===== src/rtl/irq_arbiter.sv =====
// Interrupt controller for the shared CPU interrupt line. Source edges set pending
// flags, and the highest-priority eligible flag is offered to the CPU over a req/ack handshake.
module irq_arbiter #(
  parameter int          NUM_SRC   = 8,
  parameter logic [23:0] BASE_ADDR = 24'h2020
) (
  input  logic               clk,
  input  logic               reset,
  input  logic               clk_ce,
  input  logic               bus_write,
  input  logic [23:0]        bus_address_in,
  input  logic [7:0]         bus_data_in,
  output logic [7:0]         bus_data_out,
  input  logic [NUM_SRC-1:0] irq_src,
  input  logic [1:0]         cpu_level,
  output logic               irq,
  output logic [2:0]         irq_index,
  output logic [1:0]         irq_prio,
  input  logic               irq_ack
);

  typedef enum logic [1:0] {
    ST_IDLE = 2'd0,
    ST_REQ  = 2'd1,
    ST_HOLD = 2'd2
  } state_e;

  state_e               state_q, state_d;
  logic [2*NUM_SRC-1:0] prio_q, prio_d;
  logic [NUM_SRC-1:0]   enable_q, enable_d;
  logic [NUM_SRC-1:0]   pending_q, pending_d;
  logic [NUM_SRC-1:0]   src_prev_q;
  logic                 armed_q;
  logic [2:0]           lat_idx_q, lat_idx_d;
  logic [1:0]           lat_prio_q, lat_prio_d;

  logic                 sel_prio_lo, sel_prio_hi, sel_enable, sel_pending;
  logic [NUM_SRC-1:0]   rise, sw_clr, ack_clr, eligible;
  logic                 win_found;
  logic [2:0]           win_idx;
  logic [1:0]           win_prio;

  assign sel_prio_lo = (bus_address_in == BASE_ADDR);
  assign sel_prio_hi = (bus_address_in == BASE_ADDR + 24'd1);
  assign sel_enable  = (bus_address_in == BASE_ADDR + 24'd2);
  assign sel_pending = (bus_address_in == BASE_ADDR + 24'd3);

  // After reset, the first enabled cycle only records a baseline, so a line that is
  // held high through reset is not seen as an edge.
  assign rise = armed_q ? (irq_src & ~src_prev_q) : '0;

  always_comb begin
    bus_data_out = '0;
    if (sel_prio_lo) bus_data_out = prio_q[7:0];
    if (sel_prio_hi) bus_data_out = prio_q[15:8];
    if (sel_enable)  bus_data_out = enable_q;
    if (sel_pending) bus_data_out = pending_q;
  end

  // NOTE: every variable in a combinational block gets a default first; otherwise a
  // path that does not assign it infers a latch.
  always_comb begin
    prio_d   = prio_q;
    enable_d = enable_q;
    sw_clr   = '0;
    if (bus_write) begin
      if (sel_prio_lo) prio_d[7:0]  = bus_data_in;
      if (sel_prio_hi) prio_d[15:8] = bus_data_in;
      if (sel_enable)  enable_d     = bus_data_in;
      if (sel_pending) sw_clr       = bus_data_in;
    end
  end

  // Scan upward and replace the winner only on a strictly higher priority, so a tie
  // goes to the lowest index.
  always_comb begin
    eligible  = '0;
    win_found = 1'b0;
    win_idx   = '0;
    win_prio  = '0;
    for (int i = 0; i < NUM_SRC; i++) begin
      eligible[i] = pending_q[i] & enable_q[i] & (prio_q[2*i +: 2] != 2'd0)
                    & (prio_q[2*i +: 2] > cpu_level);
      if (eligible[i] && (!win_found || prio_q[2*i +: 2] > win_prio)) begin
        win_found = 1'b1;
        win_idx   = 3'(i);
        win_prio  = prio_q[2*i +: 2];
      end
    end
  end

  always_comb begin
    state_d    = state_q;
    lat_idx_d  = lat_idx_q;
    lat_prio_d = lat_prio_q;
    ack_clr    = '0;
    unique case (state_q)
      ST_IDLE: begin
        if (win_found) begin
          state_d    = ST_REQ;
          lat_idx_d  = win_idx;
          lat_prio_d = win_prio;
        end
      end
      ST_REQ: begin
        if (!eligible[lat_idx_q]) begin
          state_d = ST_IDLE;
        end else if (irq_ack) begin
          ack_clr[lat_idx_q] = 1'b1;
          state_d            = ST_HOLD;
        end
      end
      ST_HOLD: state_d = ST_IDLE;
      default: state_d = ST_IDLE;
    endcase
  end

  // A new edge overrides both kinds of clear in the same cycle.
  assign pending_d = (pending_q & ~(sw_clr | ack_clr)) | rise;

  // NOTE: sequential state uses non-blocking assignments, so every register samples
  // values from before the edge.
  always_ff @(posedge clk) begin
    if (reset) begin
      state_q    <= ST_IDLE;
      prio_q     <= '0;
      enable_q   <= '0;
      pending_q  <= '0;
      src_prev_q <= '0;
      armed_q    <= 1'b0;
      lat_idx_q  <= '0;
      lat_prio_q <= '0;
    end else if (clk_ce) begin
      state_q    <= state_d;
      prio_q     <= prio_d;
      enable_q   <= enable_d;
      pending_q  <= pending_d;
      src_prev_q <= irq_src;
      armed_q    <= 1'b1;
      lat_idx_q  <= lat_idx_d;
      lat_prio_q <= lat_prio_d;
    end
  end

  assign irq       = (state_q == ST_REQ);
  assign irq_index = lat_idx_q;
  assign irq_prio  = lat_prio_q;

endmodule


===== config.mk =====
export PLATFORM = sky130hd
export DESIGN_NAME = irq_arbiter
export DESIGN_NICKNAME = d
export VERILOG_FILES = /design/src/rtl/irq_arbiter.sv
export SDC_FILE = /design/constraint.sdc
export NUM_CORES = 1
export LEC_CHECK = 0
export ABC_AREA = 1
export CAP_MARGIN = 20
export CORE_ASPECT_RATIO = 1.4
export CORE_MARGIN = 3
export CORE_UTILIZATION = 49
export DETAILED_ROUTE_END_ITERATION = 10
export HOLD_SLACK_MARGIN = 0.03
export PLACE_DENSITY = 0.9
export SKIP_LAST_GASP = 1
export SLEW_MARGIN = 20
export SYNTH_ARGS = -nofsm -noshare
export SYNTH_HDL_FRONTEND = slang
export SYNTH_SLANG_ARGS = --single-unit

===== constraint.sdc =====
create_clock -name clk -period 8.35 [get_ports clk]
set_clock_uncertainty 0.05 [all_clocks]
set_input_delay 1.67 -clock clk [delete_from_list [all_inputs] [get_ports clk]]
set_output_delay 1.67 -clock clk [all_outputs]
set_load 0.01 [all_outputs]

==> metrics.csv, run 1 <==
stage;metric;value;unit
global_routing;grt_use_total;52.1;%
logic_synthesis;ys_seq_area_share;26.6;%
logic_synthesis;synthMuxAreaShare;0;%
placed_design;gp_congestion;0.976;
logic_synthesis;yosysTopAreaCell;dfxtp_1;
logic_synthesis;syn_area_per_cell;6.38;µm²
clocking;cts_made_buffers;5;
logic_synthesis;syn_area;3610;µm²
logic_synthesis;yosysUniqueCellTypes;36;
global_routing;grt_max_degree;37;
global_routing;grt_overflow_total;1;
clocking;cts_max_level;2;
clocking;cts-root-buf;clkbuf_8;
clocking;cts_buffer_depth;2;
logic_synthesis;ys_top_cells_by_area;dfxtp_1 (27%), nand2_1 (13%), ha_1 (10%);
placed_design;post-dp-hpwl;8970;µm
logic_synthesis;syn-instance-count;566;
logic_synthesis;yosysWarnings;0;
logic_synthesis;synth_compound_area_share;18.2;%
floorplanning;io_pins;61;
logic_synthesis;synth_fa_ha_area_share;10.4;%
placed_design;dpl_cell_area;4600;µm²
sta;worst_endpoint;irq_index[1]$_SDFFE_PP0P_/D;
sta;endpoint_type;sequential cell input;
logic_synthesis;synth_top_family_by_area;simple AND/OR/NAND/NOR gates;
floorplanning;start_util;51.0;%
run_status;error;[ERROR GRT-0232] Routing congestion too high. Check the congestion heatmap in the GUI.;
run_status;lastStage;global routing;
floorplanning;rows;36;
floorplanning;die_y;108;µm
run_status;status;stopped before the end;
floorplanning;dieWidth;78.5;µm
clocking;cts.sinks;48;
logic_synthesis;yosys.area.top_type_share;26.6;%
placed_design;io_buffers;60;
logic_synthesis;synthSimpleGateAreaFrac;34.1;%
logic_synthesis;syn-num-nets;643;
logic_synthesis;ys_ff_latch;48;
logic_synthesis;synthXorXnorAreaFrac;0;%
==> per-layer routing <==
| metal | GRT overflow | global-route usage (%) |
|---|---|---|
| met5 | 0 | 2.00 |
| met4 | 0 | 52.3 |
| met3 | 0 | 32.0 |
| met2 | 1 | 73.1 |
| met1 | 0 | 50.3 |
==> cell families after synthesis <==
| family | count (synthesis) |
|---|---|
| compound gates | 118 |
| fa+ha+maj | 30 |
| buf+inv | 99 |
| flops | 48 |
| simple gates | 271 |
==> cell usage after synthesis (all sizes together) <==
master	count
o21ai	43
a21oi	52
o2111ai	10
nand3	37
o221ai	1
nor2	73
or2	1
o21a	1
and2	5
ha	30
o211ai	3
nand3b	7
clkinv	2
a31oi	8
dfxtp	48
nand4	12
buf	5
nor4	3
inv	84
nor3	8
nand2	125
clkbuf	8
==> timing repair <==
item	in CTS
pin swaps	51
setup endpoints to repair	5
hold buffers	0
resized for setup	57
endpoints found under the hold margin	0
setup buffers	61
==> through the flow <==
stage | TNS, ns | std cells | setup slack (ns) | utilization, % | hold slack [ns]
2_1_floorplan | -0.0194 | 566 | -0.0194 | - | 0.385
3_3_place_gp | -3.17 | 745 | -0.672 | 65.0 | 0.401
3_5_place_dp | -5.50 | 745 | -1.14 | 65.0 | 0.409
4_1_cts | -0.108 | 813 | -0.0492 | 75.6 | 0.423
==> run 2, diff against run 1 <==
Settings changed: CORE_ASPECT_RATIO 1.4 to default, CORE_UTILIZATION 49 to 40, HOLD_SLACK_MARGIN 0.03 to default, PLACE_DENSITY 0.9 to default, PLACE_DENSITY_LB_ADDON from default to 0.15.
Clock period 8.35 ns to 10.9 ns, I/O delays scaled along.
==> run 2 against run 1 <==
The run now ends clean. Synthesized area did not move. Synthesized cell count did not move.
==> metrics.csv, run 2 <==
stage;metric;value;unit;change
run_status;status;finished clean;;
critical_path;critPathMostFrequentCell;nand2_1;;
cells_and_area;final_util;50.4;%;
route;drtIter0Drc;263;;
critical_path;worstSetupPathType;input port to register;;
route;viasPerCell;5.29;;
logic_synthesis;syn-num-nets;643;;unchanged
pwr;sw_frac_of_total;24.7;%;
sta;fin_crit;10.07;ns;
global_routing;grt_pass1_vias;3647;;
placed_design;dpl_cell_area;4290;µm²;-6.7%
critical_path;start_kind;input port;;
logic_synthesis;yosys.area.top_type_share;26.6;%;unchanged
pwr;pwr-share-comb;13.7;%;
cells_and_area;area_growth;22.5;%;
global_routing;grt_first_pass_wirelength;17600;µm;
cells_and_area;final_cell_mix;nand2_1 (119), inv_1 (79), nor2_1 (67), clkdlybuf4s50_1 (60), a21oi_1 (51);;
sta;fmax;99.3;MHz;
clocking;worst_skew_pair.late_latency;0.30;ns;
logic_synthesis;synthArstFlopShare;0;%;unchanged
hold_path;hold_end;enable_q[1];;
logic_synthesis;synth_edf_count;0;;unchanged
cells_and_area;drive_above_1_share;5.76;%;
cells_and_area;layout_commonest_cell;nand2_1;;
sta;final_hold_viol_count;0;;
logic_synthesis;ys_top_cells_by_count;nand2_1 (122), inv_1 (80), nor2_1 (67);;
critical_path;r2r_end;irq_index[1];;
clocking;clkSlewWorstSetupHoldPaths;0.09;ns;
placed_design;post-dp-hpwl;8760;µm;-2.3%
hold_path;hp-start;enable_q[1];;
cells_and_area;diodes;0;;
pwr;peakVddDrop;0.0000725;V;
cells_and_area;finalNonFillerCells;733;;
sta;worst_pin_slew;0.967;ns;
pwr;powerDensity;76.3;nW/µm²;
floorplanning;core-area;8760;µm²;
cells_and_area;largest_register_ffs;16;;
pwr;leakage;1.95;nW;
critical_path;ff2ff_setup_slack;2.94;ns;
placed_design;placed_cells;722;;-3.1%
critical_path;rr_startpoint;prio_q[0];;
route;drtAntennaViolNets;0;;
clocking;cts_made_buffers;5;;unchanged
cells_and_area;final_area;4420;µm²;
floorplanning;die_y;101;µm;-6.1%
pwr;power_frac_seq;53.6;%;
critical_path;max_stage_delay;0.50;ns;
sta;rsz0062_at_grt;no;;
clocking;cts_max_level;2;;unchanged
critical_path;endpoint_kind;register;;
sta;tns;0;ns;
global_routing;grt_use_total;21.7;%;
logic_synthesis;synth_ff_type;dfxtp_1;;
floorplanning;dieWidth;101;µm;+29%
sta;timing.final.crit_share;92.4;%;
logic_synthesis;yosysWarnings;0;;unchanged
clocking;cts-root-buf;clkbuf_8;;
cells_and_area;final_nets;701;;
clocking;cts.sinks;48;;unchanged
critical_path;cp.required;11.05;ns;
logic_synthesis;yosysUniqueCellTypes;36;;unchanged
logic_synthesis;syn_area;3610;µm²;unchanged
route;vias;3875;;
logic_synthesis;ys_seq_area_share;26.6;%;unchanged
clocking;cts_tree;yes;;
logic_synthesis;syn_area_per_cell;6.38;µm²;unchanged
pwr;p_clk_share;32.6;%;
sta;slew_violations;0;;
sta;max-slew-margin-rel;35.5;%;
clocking;cts_buffer_depth;2;;unchanged
logic_synthesis;syn-instance-count;566;;unchanged
logic_synthesis;synth.most_common_cell;nand2_1;;
hold_path;whs_path_depth;2;;
job;max-cap-violations;0;;
global_routing;grt_overflow_total;0;;
critical_path;cp_data_arrival_time;10.22;ns;
route;detail_route.wl_per_cell;14.9;µm;
floorplanning;io_pins;61;;unchanged
pwr;switching_power;0.0000833;W;
floorplanning;start_util;41.2;%;-9.8 points
sta;setup_viol;0;;
global_routing;grt_max_degree;37;;
route;routed_wl;10900;µm;
placed_design;io_buffers;60;;unchanged
floorplanning;die_area;10200;µm²;
cells_and_area;largest-register;prio_q;;
logic_synthesis;ys_ff_latch;48;;unchanged
critical_path;reg2reg_depth;66;;
critical_path;critPathSlowestCell;clkdlybuf4s50_1;;
global_routing;antenna_found_initial;0;;
logic_synthesis;ys_top_cells_by_area;dfxtp_1 (27%), nand2_1 (13%), ha_1 (10%);;
critical_path;crit_path_max_fanout;6;;
cells_and_area;num-fill-cells;890;;
hold_path;hold_path.class;register to register;;
floorplanning;rows;34;;-5.6%
route;dr.pass1.iters;5;;
pwr;internal_power;0.000254;W;
route;drc;0;;
logic_synthesis;yosysTopAreaCell;dfxtp_1;;
placed_design;gp_congestion;0.918;;-6.0%
[run 2: cell counts after synthesis]
Identical to the previous run, type by type.
[run 2: area by class of cell]
| cell class | count | area (µm²) | share of cell area, % |
|---|---|---|---|
| Inverter | 86 | 329 | 7.45 |
| Timing Repair Buffer | 64 | 631 | 14.3 |
| Clock buffer | 8 | 90.1 | 2.04 |
| Tap cell | 108 | 135 | 3.06 |
| Multi-Input combinational cell | 419 | 2270 | 51.4 |
| Sequential cell | 48 | 961 | 21.7 |
[run 2: power by group through the flow]
stage,Combinational [W],Sequential (W),Clock (W)
2_1_floorplan,0.0000208,0.000184,0
3_3_place_gp,0.0000444,0.000185,0
3_5_place_dp,0.0000453,0.000185,0
4_1_cts,0.0000456,0.000181,0.000115
5_1_grt,0.0000516,0.000181,0.000121
6_report,0.0000462,0.000181,0.000110
[run 2: cell families (layout without fill, tap and decap cells)]
family / count (synthesis) / in the layout / synth area share (%)
AO/OA/AOI/OAI: 118 / 118 / 18.2
adder cells (fa/ha/maj): 30 / 30 / 10.4
buffers and inverters: 99 / 158 / 10.7
flip-flops: 48 / 48 / 26.6
AND/OR/NAND/NOR: 271 / 271 / 34.1
[run 2: how the worst max path moves through the flow]
stage	startpoint	end	slack (ns)	depth (start not counted)
2_1_floorplan	cpu_level[1]	irq_index[1]	1.70	67
3_3_place_gp	cpu_level[1]	irq_index[1]	0.63	69
3_5_place_dp	cpu_level[1]	irq_index[1]	0.24	69
4_1_cts	cpu_level[1]	irq_index[1]	0.55	69
5_1_grt	cpu_level[1]	irq_index[1]	0.03	68
6_report	cpu_level[1]	irq_index[1]	0.83	68
[run 2: layer usage]
layer | share of wire [%] | GRT usage, %
met3 | 7.5 | 2.98
met5 | 0 | 0
met4 | 1.9 | 5.93
met2 | 48 | 38.1
met1 | 43 | 27.9
[run 2: critical path, delay by kind of cell]
kind	cells	cell delay [ns]
compound gates	7	0.98
simple gates	41	3.47
fa+ha+maj	8	2.24
buf+inv	12	1.32
[run 2: per-stage QoR]
step / hold slack, ns / worst slack [ns] / total power, W
2_1_floorplan: 0.385 / 1.70 / 0.000205
3_3_place_gp: 0.403 / 0.634 / 0.000229
3_5_place_dp: 0.410 / 0.237 / 0.000230
4_1_cts: 0.425 / 0.554 / 0.000342
5_1_grt: 0.441 / 0.0317 / 0.000354
6_report: 0.425 / 0.829 / 0.000337
[run 2: timing repair]
action,4_1_cts,5_1_grt
hold buffers,0,0
endpoints found under the setup margin,0,5
gates resized for setup,0,6
setup buffers,0,3
endpoints found under the hold margin,0,0
(Power assumes the default switching activity.)
==> variant: new RTL, flow settings as in run 2 <==
Put one more register stage on the output `irq_index`, cleared by the reset. The value now appears one clock later. The other outputs are not delayed to match.
--- a/src/rtl/irq_arbiter.sv
+++ b/src/rtl/irq_arbiter.sv
@@ -145,3 +145,9 @@
   assign irq       = (state_q == ST_REQ);
-  assign irq_index = lat_idx_q;
+  always_ff @(posedge clk) begin
+    if (reset) begin
+      irq_index <= '0;
+    end else begin
+      irq_index <= lat_idx_q;
+    end
+  end
   assign irq_prio  = lat_prio_q;
Function: changed (a bounded check fails within 4 cycles, from zero or initial values and one cycle with reset high).
==> variant against run 2 <==
Global-route usage increased by 0.17 points; wire length increased by 2.0%; setup slack got worse by 0.047 ns; largest cell class unchanged; critical path type unchanged; register-to-register slack got worse by 0.18 ns; largest power group unchanged; sequential cell count increased by 3; non-clock buffer count decreased by 2; power increased by 4.5%; cell area increased by 3.3%; first-iteration DRC count decreased by 10%; synthesized area increased by 4.8%.
==> variant: results (changes against run 2) <==
status = complete, no violations
effective utilization at floorplan = 0.423 (+0.0113)
initial antenna violation count = 0 (unchanged)
Hold Crit Start = src_prev_q[7]
vias post-DR = 3,913 (+0.98%)
Hold/Removal Path Class = flop to flop
Synth Area in Compound Gates = 0.183 (+0.00169)
first-pass GRT wire length = 18,100 µm (+2.7%)
M3 GR Usage = 0.0262 (-0.00360)
Crit Path Max Fanout = 8 (+2)
max FFs per register = 16 (unchanged)
vias in the first global route = 3,608 (-1.1%)
DRT iter0 DRCs = 236 (-10%)
Reg2Reg Capture Point = lat_idx_q[1]
CTS clk-pin slew, worst paths = 0.10 ns
maximum vdd drop = 0.0594 mV (-18%)
HPWL after detailed placement = 9020 µm (+3.0%)
unique cell type count in the Yosys netlist = 42 (+17%)
leakage = 0.00188 µW (-3.5%)
r2r setup slk = 2.76 ns (-0.18 ns)
Synth area leaders = dfxtp_1, nand2_1, ha_1
FF-to-FF path depth = 65 (-1.5%)
Post-Place Setup Slack = 0.0561 ns (-0.181 ns)
top-area cell type share of the netlist area = 0.270 (+0.00381)
syn nets = 634 (-1.4%)
CP max-delay cell = clkdlybuf4s50_1
setup TNS = 0 ns (unchanged)
1st-pass router iterations = 5 (unchanged)
Synth Area in Adders = 0.0993 (-0.00472)
top cells by count, synth = nand2_1, nor2_1, inv_1
share of cells above drive strength 1 = 0.122 (+0.0647)
sequential element share of the synthesized area = 0.270 (+0.00381)
Routed WL = 11,200 µm (+2.0%)
Worst path max stage delay = 0.47 ns (-0.03 ns)
post-synthesis mux area share = 0 (unchanged)
max_slew headroom = 0.343 (-0.0116)
total global-route track usage = 0.219 (+0.00166)
root buffer cell = clkbuf_8
NumNets Final = 689 (-1.7%)
hold path depth = 2 (unchanged)
Crit path arrival time = 10.26 ns (+0.04 ns)
IO Port Bufs = 60 (unchanged)
Worst Setup Slack, final = 0.783 ns (-0.0468 ns)
met1 usage = 0.315 (+0.0365)
hold_ws = 0.413 ns (-0.0120 ns)
Final Wtd Congestion = 0.918 (about the same)
met2 Resource Use GR = 0.343 (-0.0379)
largest net degree at the start of global routing = 28 (-24%)
worst hold endpoint = src_prev_q[7]
## variant: cell families after synthesis
family,after synthesis
and+or+nand+nor,273
adders and majority gates,30
DFF,51
AOI/OAI and AO/OA,116
buffers and inverters,87
## variant: power by group
part           switching [µW]  internal (µW)  leakage [µW]
sequential               2.96            189      0.000413
combinational            22.3           21.7       0.00142
clock                    69.6           46.4     0.0000418
total                    94.9            257       0.00188
## variant: layout make-up
class / count / area [µm²]
Multi-Input combinational cell: 419 / 2420
Inverter: 73 / 279
Clock inverter: 2 / 16.3
Sequential cell: 51 / 1020
Clock buffer: 6 / 72.6
Fill cell: 886 / 4370
Tap cell: 108 / 135
Timing Repair Buffer: 62 / 616
## variant: how the worst max path moves through the flow
| stage | startpoint | to |
|---|---|---|
| floorplan | cpu_level[1] | lat_idx_q[1] |
| global placement | cpu_level[1] | lat_idx_q[1] |
| detailed placement | cpu_level[1] | lat_idx_q[1] |
| CTS | cpu_level[1] | lat_idx_q[1] |
| global route | cpu_level[1] | lat_idx_q[2] |
| finish | cpu_level[1] | lat_idx_q[1] |
## variant: critical path, delay by kind of cell
family | cells | cell delay (ns)
simple gates | 37 | 3.29
fa+ha+maj | 8 | 2.30
buf+inv | 13 | 1.23
compound gates | 9 | 1.20
## variant: routing by layer
layer  share of wire  wire length (µm)  vias to the layer above
met3           0.056               625                       19
met5               0                 0                        -
met2            0.45              4980                      122
met4           0.022               244                        0
met1            0.48              5320                     1790
li1                -                 -                     1982
## variant: repair_timing
action / 4_1_cts / 5_1_grt
setup buffers: 0 / 1
setup endpoints to repair: 0 / 5
gates resized for setup: 0 / 8
## variant: stage by stage
step	std cells	total power [µW]	utilization	cell area (µm²)
after global placement	712	239	0.499	4460
after floorplan	557	216	-	3780
after detailed placement	712	240	0.499	4460
after global routing	721	369	0.511	4560
after CTS	720	354	0.509	4540
final	721	352	0.511	4560
